**config.mk**
```make
export PLATFORM = sky130hd
export DESIGN_NAME = banked_stack_address_unit_flat
export DESIGN_NICKNAME = d
export VERILOG_FILES = /design/src/rtl/banked_stack_address_unit_if.sv /design/src/rtl/banked_stack_address_unit.sv /design/src/flat_wrapper.sv
export SDC_FILE = /design/constraint.sdc
export NUM_CORES = 1
export LEC_CHECK = 0
export ABC_CLOCK_PERIOD_IN_PS = 9700
export CORE_ASPECT_RATIO = 1.75
export CORE_MARGIN = 2
export CORE_UTILIZATION = 50
export DETAILED_ROUTE_END_ITERATION = 8
export HOLD_SLACK_MARGIN = 0.12
export PLACE_DENSITY = 0.78
export SYNTH_ARGS = -nofsm -noshare
export SYNTH_HDL_FRONTEND = slang
export SYNTH_SLANG_ARGS = --single-unit
```
**constraint.sdc**
```tcl
create_clock -name clock -period 9.7 [get_ports clock]
set_input_delay 2.425 -clock clock [delete_from_list [all_inputs] [get_ports clock]]
set_output_delay 2.425 -clock clock [all_outputs]
set_load 0.02 [all_outputs]
```
**src/rtl/banked_stack_address_unit_if.sv**
```systemverilog
// Operation request/response bus between the control unit and banked_stack_address_unit.
interface banked_stack_address_unit_if #(
  parameter int ADDR_WIDTH = 14,
  parameter int DATA_WIDTH = 32
);
  logic                  op_valid;
  logic                  op_ready;
  logic [1:0]            control;
  logic                  privilege_mode_flag;
  logic [DATA_WIDTH-1:0] input_address;
  logic [ADDR_WIDTH-1:0] output_address;
  logic                  address_valid;

  modport master (
    output op_valid, control, privilege_mode_flag, input_address,
    input  op_ready, output_address, address_valid
  );

  modport slave (
    input  op_valid, control, privilege_mode_flag, input_address,
    output op_ready, output_address, address_valid
  );
endinterface

```
**src/rtl/banked_stack_address_unit.sv**
```systemverilog
// Banked (privileged/user) stack pointer address unit with PC buffer.
// Optional macro STACK_FAULT_TRAP_EN makes stack_fault sticky until a privileged SP reload.
//
// state | meaning
// IDLE  | ready to accept an operation
// RESP  | registered result presented; address_valid unless the op faulted
module banked_stack_address_unit #(
  parameter int                        ADDR_WIDTH      = 14,
  parameter int                        DATA_WIDTH      = 32,
  parameter int                        CODE_AREA_SIZE  = 4096,
  parameter int                        PRIV_STACK_SIZE = 2048,
  parameter int                        USER_STACK_SIZE = 2048,
  parameter logic [DATA_WIDTH-1:0]     STACK_EMPTY     = '1
) (
  input  logic                  clock,
  input  logic                  reset,
  input  logic                  enable,
  input  logic [DATA_WIDTH-1:0] current_PC,
  output logic [DATA_WIDTH-1:0] next_PC,
  output logic [ADDR_WIDTH-1:0] instruction_address,
  output logic [DATA_WIDTH-1:0] SP_out,
  output logic                  stack_empty,
  output logic                  stack_full,
  output logic                  stack_fault,
  banked_stack_address_unit_if.slave bus
);

  localparam logic [DATA_WIDTH-1:0] PRIV_TOP = DATA_WIDTH'(CODE_AREA_SIZE);
  localparam logic [DATA_WIDTH-1:0] PRIV_BOT = DATA_WIDTH'(CODE_AREA_SIZE + PRIV_STACK_SIZE - 1);
  localparam logic [DATA_WIDTH-1:0] USER_TOP = DATA_WIDTH'(CODE_AREA_SIZE + PRIV_STACK_SIZE);
  localparam logic [DATA_WIDTH-1:0] USER_BOT = DATA_WIDTH'(CODE_AREA_SIZE + PRIV_STACK_SIZE + USER_STACK_SIZE - 1);

  typedef enum logic {IDLE = 1'b0, RESP = 1'b1} state_t;

  state_t                state_q, state_d;
  logic [DATA_WIDTH-1:0] priv_sp_q, priv_sp_d, user_sp_q, user_sp_d;
  logic [ADDR_WIDTH-1:0] out_addr_q, out_addr_d, pc_q;
  logic                  addr_valid_q, addr_valid_d, fault_q, fault_d;

  logic                  sel_priv;
  logic [DATA_WIDTH-1:0] cur_sp, cur_top, cur_bot, new_sp;
  logic [ADDR_WIDTH-1:0] op_addr;
  logic                  op_fault, op_addr_valid, load_ok, accept;

  assign sel_priv = bus.privilege_mode_flag;
  assign cur_sp   = sel_priv ? priv_sp_q : user_sp_q;
  assign cur_top  = sel_priv ? PRIV_TOP : USER_TOP;
  assign cur_bot  = sel_priv ? PRIV_BOT : USER_BOT;

  assign SP_out      = cur_sp;
  assign stack_empty = (cur_sp == STACK_EMPTY);
  assign stack_full  = (cur_sp == cur_top);
  assign stack_fault = fault_q;

  assign next_PC             = current_PC + 1'b1;
  assign instruction_address = pc_q;

  assign bus.output_address = out_addr_q;
  assign bus.address_valid  = addr_valid_q;

  assign load_ok = (bus.input_address == STACK_EMPTY) ||
                   ((bus.input_address >= cur_top) && (bus.input_address <= cur_bot));

`ifdef STACK_FAULT_TRAP_EN
  // While trapped only a privileged reload of a legal SP gets through.
  logic clear_load;
  assign clear_load   = (bus.control == 2'd3) && sel_priv && load_ok;
  assign accept       = (state_q == IDLE) && enable && bus.op_valid && (!fault_q || clear_load);
  assign bus.op_ready = (state_q == IDLE) && !fault_q;
`else
  assign accept       = (state_q == IDLE) && enable && bus.op_valid;
  assign bus.op_ready = (state_q == IDLE);
`endif

  always_comb begin
    new_sp        = cur_sp;
    op_addr       = '0;
    op_fault      = 1'b0;
    op_addr_valid = 1'b0;
    case (bus.control)
      2'd0: begin
        op_addr       = bus.input_address[ADDR_WIDTH-1:0];
        op_addr_valid = 1'b1;
      end
      2'd1: begin
        if (cur_sp == STACK_EMPTY)   new_sp = cur_bot;
        else if (cur_sp == cur_top)  op_fault = 1'b1;
        else                         new_sp = cur_sp - 1'b1;
        op_addr       = new_sp[ADDR_WIDTH-1:0];
        op_addr_valid = !op_fault;
      end
      2'd2: begin
        if (cur_sp == STACK_EMPTY)   op_fault = 1'b1;
        else if (cur_sp == cur_bot)  new_sp = STACK_EMPTY;
        else                         new_sp = cur_sp + 1'b1;
        op_addr       = cur_sp[ADDR_WIDTH-1:0];
        op_addr_valid = !op_fault;
      end
      default: begin
        new_sp   = load_ok ? bus.input_address : STACK_EMPTY;
        op_fault = !load_ok;
      end
    endcase
  end

  always_comb begin
    state_d      = state_q;
    priv_sp_d    = priv_sp_q;
    user_sp_d    = user_sp_q;
    out_addr_d   = out_addr_q;
    addr_valid_d = addr_valid_q;
    fault_d      = fault_q;
    if (accept) begin
      state_d      = RESP;
      addr_valid_d = op_addr_valid;
      fault_d      = op_fault;
      if (op_addr_valid) out_addr_d = op_addr;
      if (sel_priv) priv_sp_d = new_sp;
      else          user_sp_d = new_sp;
    end else if ((state_q == RESP) && enable) begin
      state_d      = IDLE;
      addr_valid_d = 1'b0;
`ifndef STACK_FAULT_TRAP_EN
      fault_d      = 1'b0;
`endif
    end
  end

  always_ff @(posedge clock or negedge reset) begin
    if (!reset) begin
      state_q      <= IDLE;
      priv_sp_q    <= STACK_EMPTY;
      user_sp_q    <= STACK_EMPTY;
      out_addr_q   <= '0;
      addr_valid_q <= 1'b0;
      fault_q      <= 1'b0;
      pc_q         <= '0;
    end else begin
      state_q      <= state_d;
      priv_sp_q    <= priv_sp_d;
      user_sp_q    <= user_sp_d;
      out_addr_q   <= out_addr_d;
      addr_valid_q <= addr_valid_d;
      fault_q      <= fault_d;
      if (enable) pc_q <= current_PC[ADDR_WIDTH-1:0];
    end
  end

endmodule

```
**src/flat_wrapper.sv**
```systemverilog
// flat-port wrapper written by rule: the top's interface ports become plain ports
module banked_stack_address_unit_flat 
#(
  parameter int                        ADDR_WIDTH      = 14,
  parameter int                        DATA_WIDTH      = 32,
  parameter int                        CODE_AREA_SIZE  = 4096,
  parameter int                        PRIV_STACK_SIZE = 2048,
  parameter int                        USER_STACK_SIZE = 2048,
  parameter logic [DATA_WIDTH-1:0]     STACK_EMPTY     = '1
)
  (clock, reset, enable, current_PC, next_PC, instruction_address, SP_out, stack_empty, stack_full, stack_fault, bus_op_valid, bus_control, bus_privilege_mode_flag, bus_input_address, bus_op_ready, bus_output_address, bus_address_valid);
  banked_stack_address_unit_if #(.ADDR_WIDTH(ADDR_WIDTH), .DATA_WIDTH(DATA_WIDTH)) bus_i ();
  input  logic clock;
  input  logic reset;
  input  logic enable;
  input  logic [DATA_WIDTH-1:0] current_PC;
  output logic [DATA_WIDTH-1:0] next_PC;
  output logic [ADDR_WIDTH-1:0] instruction_address;
  output logic [DATA_WIDTH-1:0] SP_out;
  output logic stack_empty;
  output logic stack_full;
  output logic stack_fault;
  input wire logic [$bits(bus_i.op_valid)-1:0] bus_op_valid;
  input wire logic [$bits(bus_i.control)-1:0] bus_control;
  input wire logic [$bits(bus_i.privilege_mode_flag)-1:0] bus_privilege_mode_flag;
  input wire logic [$bits(bus_i.input_address)-1:0] bus_input_address;
  output wire logic [$bits(bus_i.op_ready)-1:0] bus_op_ready;
  output wire logic [$bits(bus_i.output_address)-1:0] bus_output_address;
  output wire logic [$bits(bus_i.address_valid)-1:0] bus_address_valid;
  assign bus_i.op_valid = bus_op_valid;
  assign bus_i.control = bus_control;
  assign bus_i.privilege_mode_flag = bus_privilege_mode_flag;
  assign bus_i.input_address = bus_input_address;
  assign bus_op_ready = bus_i.op_ready;
  assign bus_output_address = bus_i.output_address;
  assign bus_address_valid = bus_i.address_valid;
  banked_stack_address_unit #(.ADDR_WIDTH(ADDR_WIDTH), .DATA_WIDTH(DATA_WIDTH), .CODE_AREA_SIZE(CODE_AREA_SIZE), .PRIV_STACK_SIZE(PRIV_STACK_SIZE), .USER_STACK_SIZE(USER_STACK_SIZE), .STACK_EMPTY(STACK_EMPTY)) u_core (.clock(clock), .reset(reset), .enable(enable), .current_PC(current_PC), .next_PC(next_PC), .instruction_address(instruction_address), .SP_out(SP_out), .stack_empty(stack_empty), .stack_full(stack_full), .stack_fault(stack_fault), .bus(bus_i));
endmodule
```
; ---- Word-level counts from Yosys, hierarchy flattened
; Cells that the tools add are included.
[totals]
input_bits = 71
regBits = 95
[classes]
n_lt_le_gt_ge = 2
n_bitwise = 2
muxes = 21
addsub = 3
n_eq_ne = 6
reduce_logical = 13
[op_table]
columns = op, n
row1 = two-way mux 32 bit, 6
row2 = one-hot mux 32 bit (3 select lines), 1
row3 = adder 32 x 1 -> 32 bit (second input constant), 2
row4 = == test 32 bit, 2
row5 = == test 32 bit (second input constant), 2
row6 = one-hot mux 14 bit (3 select lines), 1
row7 = greater-or-equal comparator 32 bit, 1
row8 = <= comparator 32 bit, 1
row9 = subtractor 32 x 1 -> 32 bit (second input constant), 1
row10 = two-way mux 12 bit, 2
row11 = two-way mux 1 bit, 9
row12 = one-hot mux 1 bit (3 select lines), 2
row13 = AND reduction 2 bit, 3
row14 = logical AND 1 bit, 4
row15 = logical NOT 1 bit, 3
row16 = == test 2 x 1 -> 1 bit (second input constant), 1
row17 = == test 2 bit (second input constant), 1
row18 = logical NOT 2 bit, 1
row19 = inverter 1 bit, 2
row20 = nonzero test 2 bit, 1
row21 = logical OR 1 bit, 1

; ---- Logic depth before layout (Yosys ltp)
[logic_depth]
word_depth = 8
ltp_mapped = 19
ltp_nobuf = 11

; ---- Worst setup path before layout
; No wires, ideal clock.
[synth_path]
kind = input-to-output
startpoint = in bus_privilege_mode_flag
endpoint = out stack_empty
arrival_time_ns = 5.332
slack_ns = 1.943
n_path_buf = 8
stages = 16
required_time_ns = 7.275
cell_sequence = buf_6 -> buf_6 -> buf_6 -> buf_6 -> buf_2 -> buf_2 -> mux2i_1 -> inv_1 -> ha_1 -> and4_1 -> o21a_1 -> and4_1 -> buf_2 -> nand2_1 -> inv_2 -> buf_2
[synth_between]
elab_chain_cells = 2
[synth_lines]
columns = element, line
row1 = "start, declared", flat_wrapper.sv:25  ; input wire logic [$bits(bus_i.privilege_mode_flag)-1:0] bus_privilege_mode_flag;
row2 = two-way mux 32 bit, banked_stack_address_unit.sv:46  ; assign cur_sp = sel_priv ? priv_sp_q : user_sp_q;
row3 = net SP_out[1], flat_wrapper.sv:19  ; output logic [DATA_WIDTH-1:0] SP_out;
row4 = == test 32 bit, banked_stack_address_unit.sv:51  ; assign stack_empty = (cur_sp == STACK_EMPTY);
row5 = "end, declared", flat_wrapper.sv:20  ; output logic stack_empty;
; The timed path passes the listed nets, and every way through them passes these cells.

; ---- Worst setup path in the final report
[layout_path]
startpoint = in bus_privilege_mode_flag
endpoint = out stack_empty
[layout_between]
elab_chain_cells = 2
[layout_lines]
columns = element, line
row1 = two-way mux 32 bit, banked_stack_address_unit.sv:46
row2 = == test 32 bit, banked_stack_address_unit.sv:51
; No other way between the ends.

==> out/results.tsv <==
stage	metric	value	unit
logic_synthesis	Synth Area in Simple Gates	0.255	
finish	Area growth syn-to-layout	25.4	%
logic_synthesis	post-synthesis register bit count	95	
cts	clk root buf	clkbuf_16	
finish	commonest non-fill, non-tap cells in the layout	clkdlybuf4s50_1, nor2_1, nand2_1, dfstp_2, o21ai_0	
setup_path	CP dominant cell by count	and4_1	
logic_synthesis	share of the yosys chip area belonging to registers	0.294	
pwr	Gate power share	0.465	
logic_synthesis	Compound-Gate Fraction of Synth Area	0.267	
cts	H-tree depth	3	
setup_path	Critical Path Sink Type	primary output	
floorplan	Die Wd	102	um
logic_synthesis	ys flop type	dfstp_2	
sta	total negative slack	0	ns
finish	most common library cell in the layout ignoring fill and taps	clkdlybuf4s50_1	
pwr	Leak	3.98	nW
logic_synthesis	Syn. warnings	0	
sta	post-route minimum period	8.55	ns
logic_synthesis	XOR/XNOR Fraction of Synth Area	0.0493	
cts	Clock Latency Late Sink	0.37	ns
sta	Clock Skew	0.00606	ns
cts	TritonCTS Buffers	9	
pwr	Clock Power Share	0.181	
sta	Max Fclk	0.117	GHz
setup_path	CP Cell Sequence	buf_4 -> mux2i_1 -> inv_1 -> ha_1 -> and4_1 -> o21a_1 -> and4_1 -> nand2_1 -> inv_2 -> clkdlybuf4s50_1	
global_routing	largest net degree at the start of global routing	76	
pwr	Internal Power	1.16	mW
logic_synthesis	Yosys cell types	86	
logic_synthesis	Post-synth EDFFs	0	
finish	share of cells above drive strength 1	0.128	
sta	worst-margin pin slew	1.17	ns
floorplan	num ports	168	
placement	IO buf count	167	
sta	Period Utilization, post-route	0.881	
pwr	VDD IR-drop max	109	uV
finish	diode count	0	
cts	Clock Sink Count	95	
sta	Setup-failing EPs final	0	
cts	post_cts resized	0	
setup_path	CP arrival	6.12	ns
finish	Layout Utilization	0.640	
global_routing	global-route wire length before repair	55200	um
finish	Nets	1252	
cts	CTS Hold Buffers Added	0	
pwr	Net Sw Power	877	uW
floorplan	number of core rows	62	
route	DRC Markers	0	
global_routing	vias in the first global route	9403	
placement	Final HPWL DP	27100	um
logic_synthesis	Syn Area/Cell	8.06	um^2
global_routing	initial antenna violation count	1	
sta	RSZ-0062 raised after global routing	no	
cts	clk slew on worst S/H paths	0.06	ns
route	post-DR wirelength/cell	26.3	um
setup_path	Worst setup SP type	primary input	
route	Initial DRC Count	1164	
logic_synthesis	multiplexer area fraction after synthesis	0.0728	
floorplan	die area	17800	um^2
setup_path	worst endpoint required time	7.28	ns
logic_synthesis	Synth top area share	0.201	
pwr	Seq pwr share	0.354	
logic_synthesis	ys async rst share	1.00	
min_path	Hold Crit Class	reg2reg	
logic_synthesis	top cells by area, synth	dfstp_2, dfrtp_1, nor2_1, nand2_1, mux2i_1	
pwr	Pwr Density	195	nW/um^2
cts	setup bufs post-CTS	0	
floorplan	die height	175	um
floorplan	core area	16400	um^2
sta	Max-slew headroom	0.214	
sta	fin. max-slew vios	0	
setup_path	CP max stage delay	0.68	ns
setup_path	CP max FO	75	
route	via/cell ratio	6.93	
outcome	status	completed	
logic_synthesis	Syn Inst Count	1037	
sta	Final Hold Fails	0	
sta	fin worst setup slack	1.15	ns
global_routing	Remaining Overflow, GRT	0	
route	antenna-violating nets left	0	
route	iteration count of the initial detailed-routing pass	6	
logic_synthesis	Netlist Area Pre-Place	8350	um^2
setup_path	slowest stage cell, crit path	clkdlybuf4s50_1	
placement	dpl ws	1.31	ns
placement	RePlAce Congestion	1.08	
logic_synthesis	Post-Syn Nets	1114	
floorplan	starting density of the core	0.510	
logic_synthesis	largest family of logic cells by synthesized area	compound AO/OA/AOI/OAI gates	
route	Vias	9732	
logic_synthesis	Adder-Cell Fraction of Synth Area	0.00899	
route	WL final	37000	um
job	max_cap viols	0	
global_routing	GRT Util Overall	0.416	
cts	CTS tree	built	
cts	clk buf depth	2	
logic_synthesis	largest area contributor in the netlist	dfstp_2	
setup_path	CP Class	in2out	
pwr	switching part of the total	0.431	
## kinds of logic after synthesis
family,count (synthesis)
AOI/OAI and AO/OA,322
xor gates and xnor gates,47
adders and majority gates,6
buffers and inverters,102
DFF,95
muxes,58
and+or+nand+nor,407
## power groups by stage
| stage | registers, mW | logic (mW) | clock network (mW) |
|---|---|---|---|
| 6_report | 0.722 | 0.948 | 0.368 |
| 5_1_grt | 0.728 | 1.01 | 0.390 |
| 4_1_cts | 0.709 | 0.923 | 0.374 |
| 3_5_place_dp | 0.714 | 0.917 | 0 |
| 3_3_place_gp | 0.713 | 0.907 | 0 |
| 2_1_floorplan | 0.683 | 0.530 | 0 |
## per-layer routing
metal,up-vias,GRT usage,share of wire
met5,-,0,0.00019
met3,229,0.101,0.10
met2,692,0.694,0.48
li1,4239,-,-
met4,2,0.332,0.097
met1,4570,0.432,0.32
## Yosys cell counts, types with 7 or more instances
cell type    n
a21oi_1     51
nor3_1      26
inv_1       36
mux2i_1     36
and4_1      17
nand3_1     40
and2_1       7
o2111ai_1   10
clkbuf_1    41
o221ai_1     7
nand3b_1     7
dfstp_2     64
o21a_1      10
mux2_2      21
and3_1      15
a31oi_1     42
o211ai_1    15
nand4_1     21
o22a_1       7
o22ai_1      7
o31ai_1     16
nor4_1      13
xor2_1      13
nand2_1     97
a22oi_1     10
a211oi_1     9
nor2_1     101
or3_1       15
xnor2_1     34
dfrtp_1     31
o21ai_0     64
buf_2       14
## critical path, delay by kind of cell
family                     cells  cell delay, ns
and+or+nand+nor                3            0.90
buffers and inverters          4            1.90
adders and majority gates      1            0.20
muxes                          1            0.39
AOI/OAI and AO/OA              1            0.22
## per-stage QoR
step / instances / cell area (um^2) / hold slack [ns] / total power, mW
after floorplan: 1037 / 8350 / 0.454 / 1.21
after global routing: 1404 / 10500 / 0.521 / 2.13
after detailed placement: 1388 / 10200 / 0.486 / 1.63
after CTS: 1404 / 10500 / 0.501 / 2.01
after global placement: 1388 / 10200 / 0.462 / 1.62
final: 1404 / 10500 / 0.499 / 2.04
## sequential cells by signal, indices dropped and copies added, names as in the netlist
| register | flops |
|---|---|
| u_core.bus.address_valid | 1 |
| u_core.user_sp_q | 32 |
| u_core.stack_fault | 1 |
| u_core.priv_sp_q | 32 |
| u_core.instruction_address | 14 |
| u_core.state_q | 1 |
| u_core.bus.output_address | 14 |
## cell type report
cell class / instances / area (um^2)
Clock buffer: 11 / 243
Clock inverter: 5 / 57.6
Fill cell: 1451 / 5900
Inverter: 40 / 150
Multi-Input combinational cell: 840 / 5460
Sequential cell: 95 / 2460
Tap cell: 224 / 280
Timing Repair Buffer: 189 / 1820
## path summary, 6_finish.rpt
| kind | start | to | slack, ns | cells past startpoint |
|---|---|---|---|---|
| hold reg to reg | u_core.bus.output_address[4] | u_core.bus.output_address[4] | 0.50 | 2 |
| setup / recovery | bus_privilege_mode_flag | stack_empty | 1.15 | 10 |
| hold / removal | u_core.bus.output_address[4] | u_core.bus.output_address[4] | 0.50 | 2 |
| max in group asynchronous | reset | u_core.bus.output_address[6] | 6.59 | 2 |
| min in group asynchronous | reset | u_core.bus.output_address[11] | 2.05 | 1 |
| setup reg to reg | u_core.priv_sp_q[28] | u_core.bus.output_address[12] | 5.51 | 7 |
Note: power is estimated with default switching activity, not from simulation.
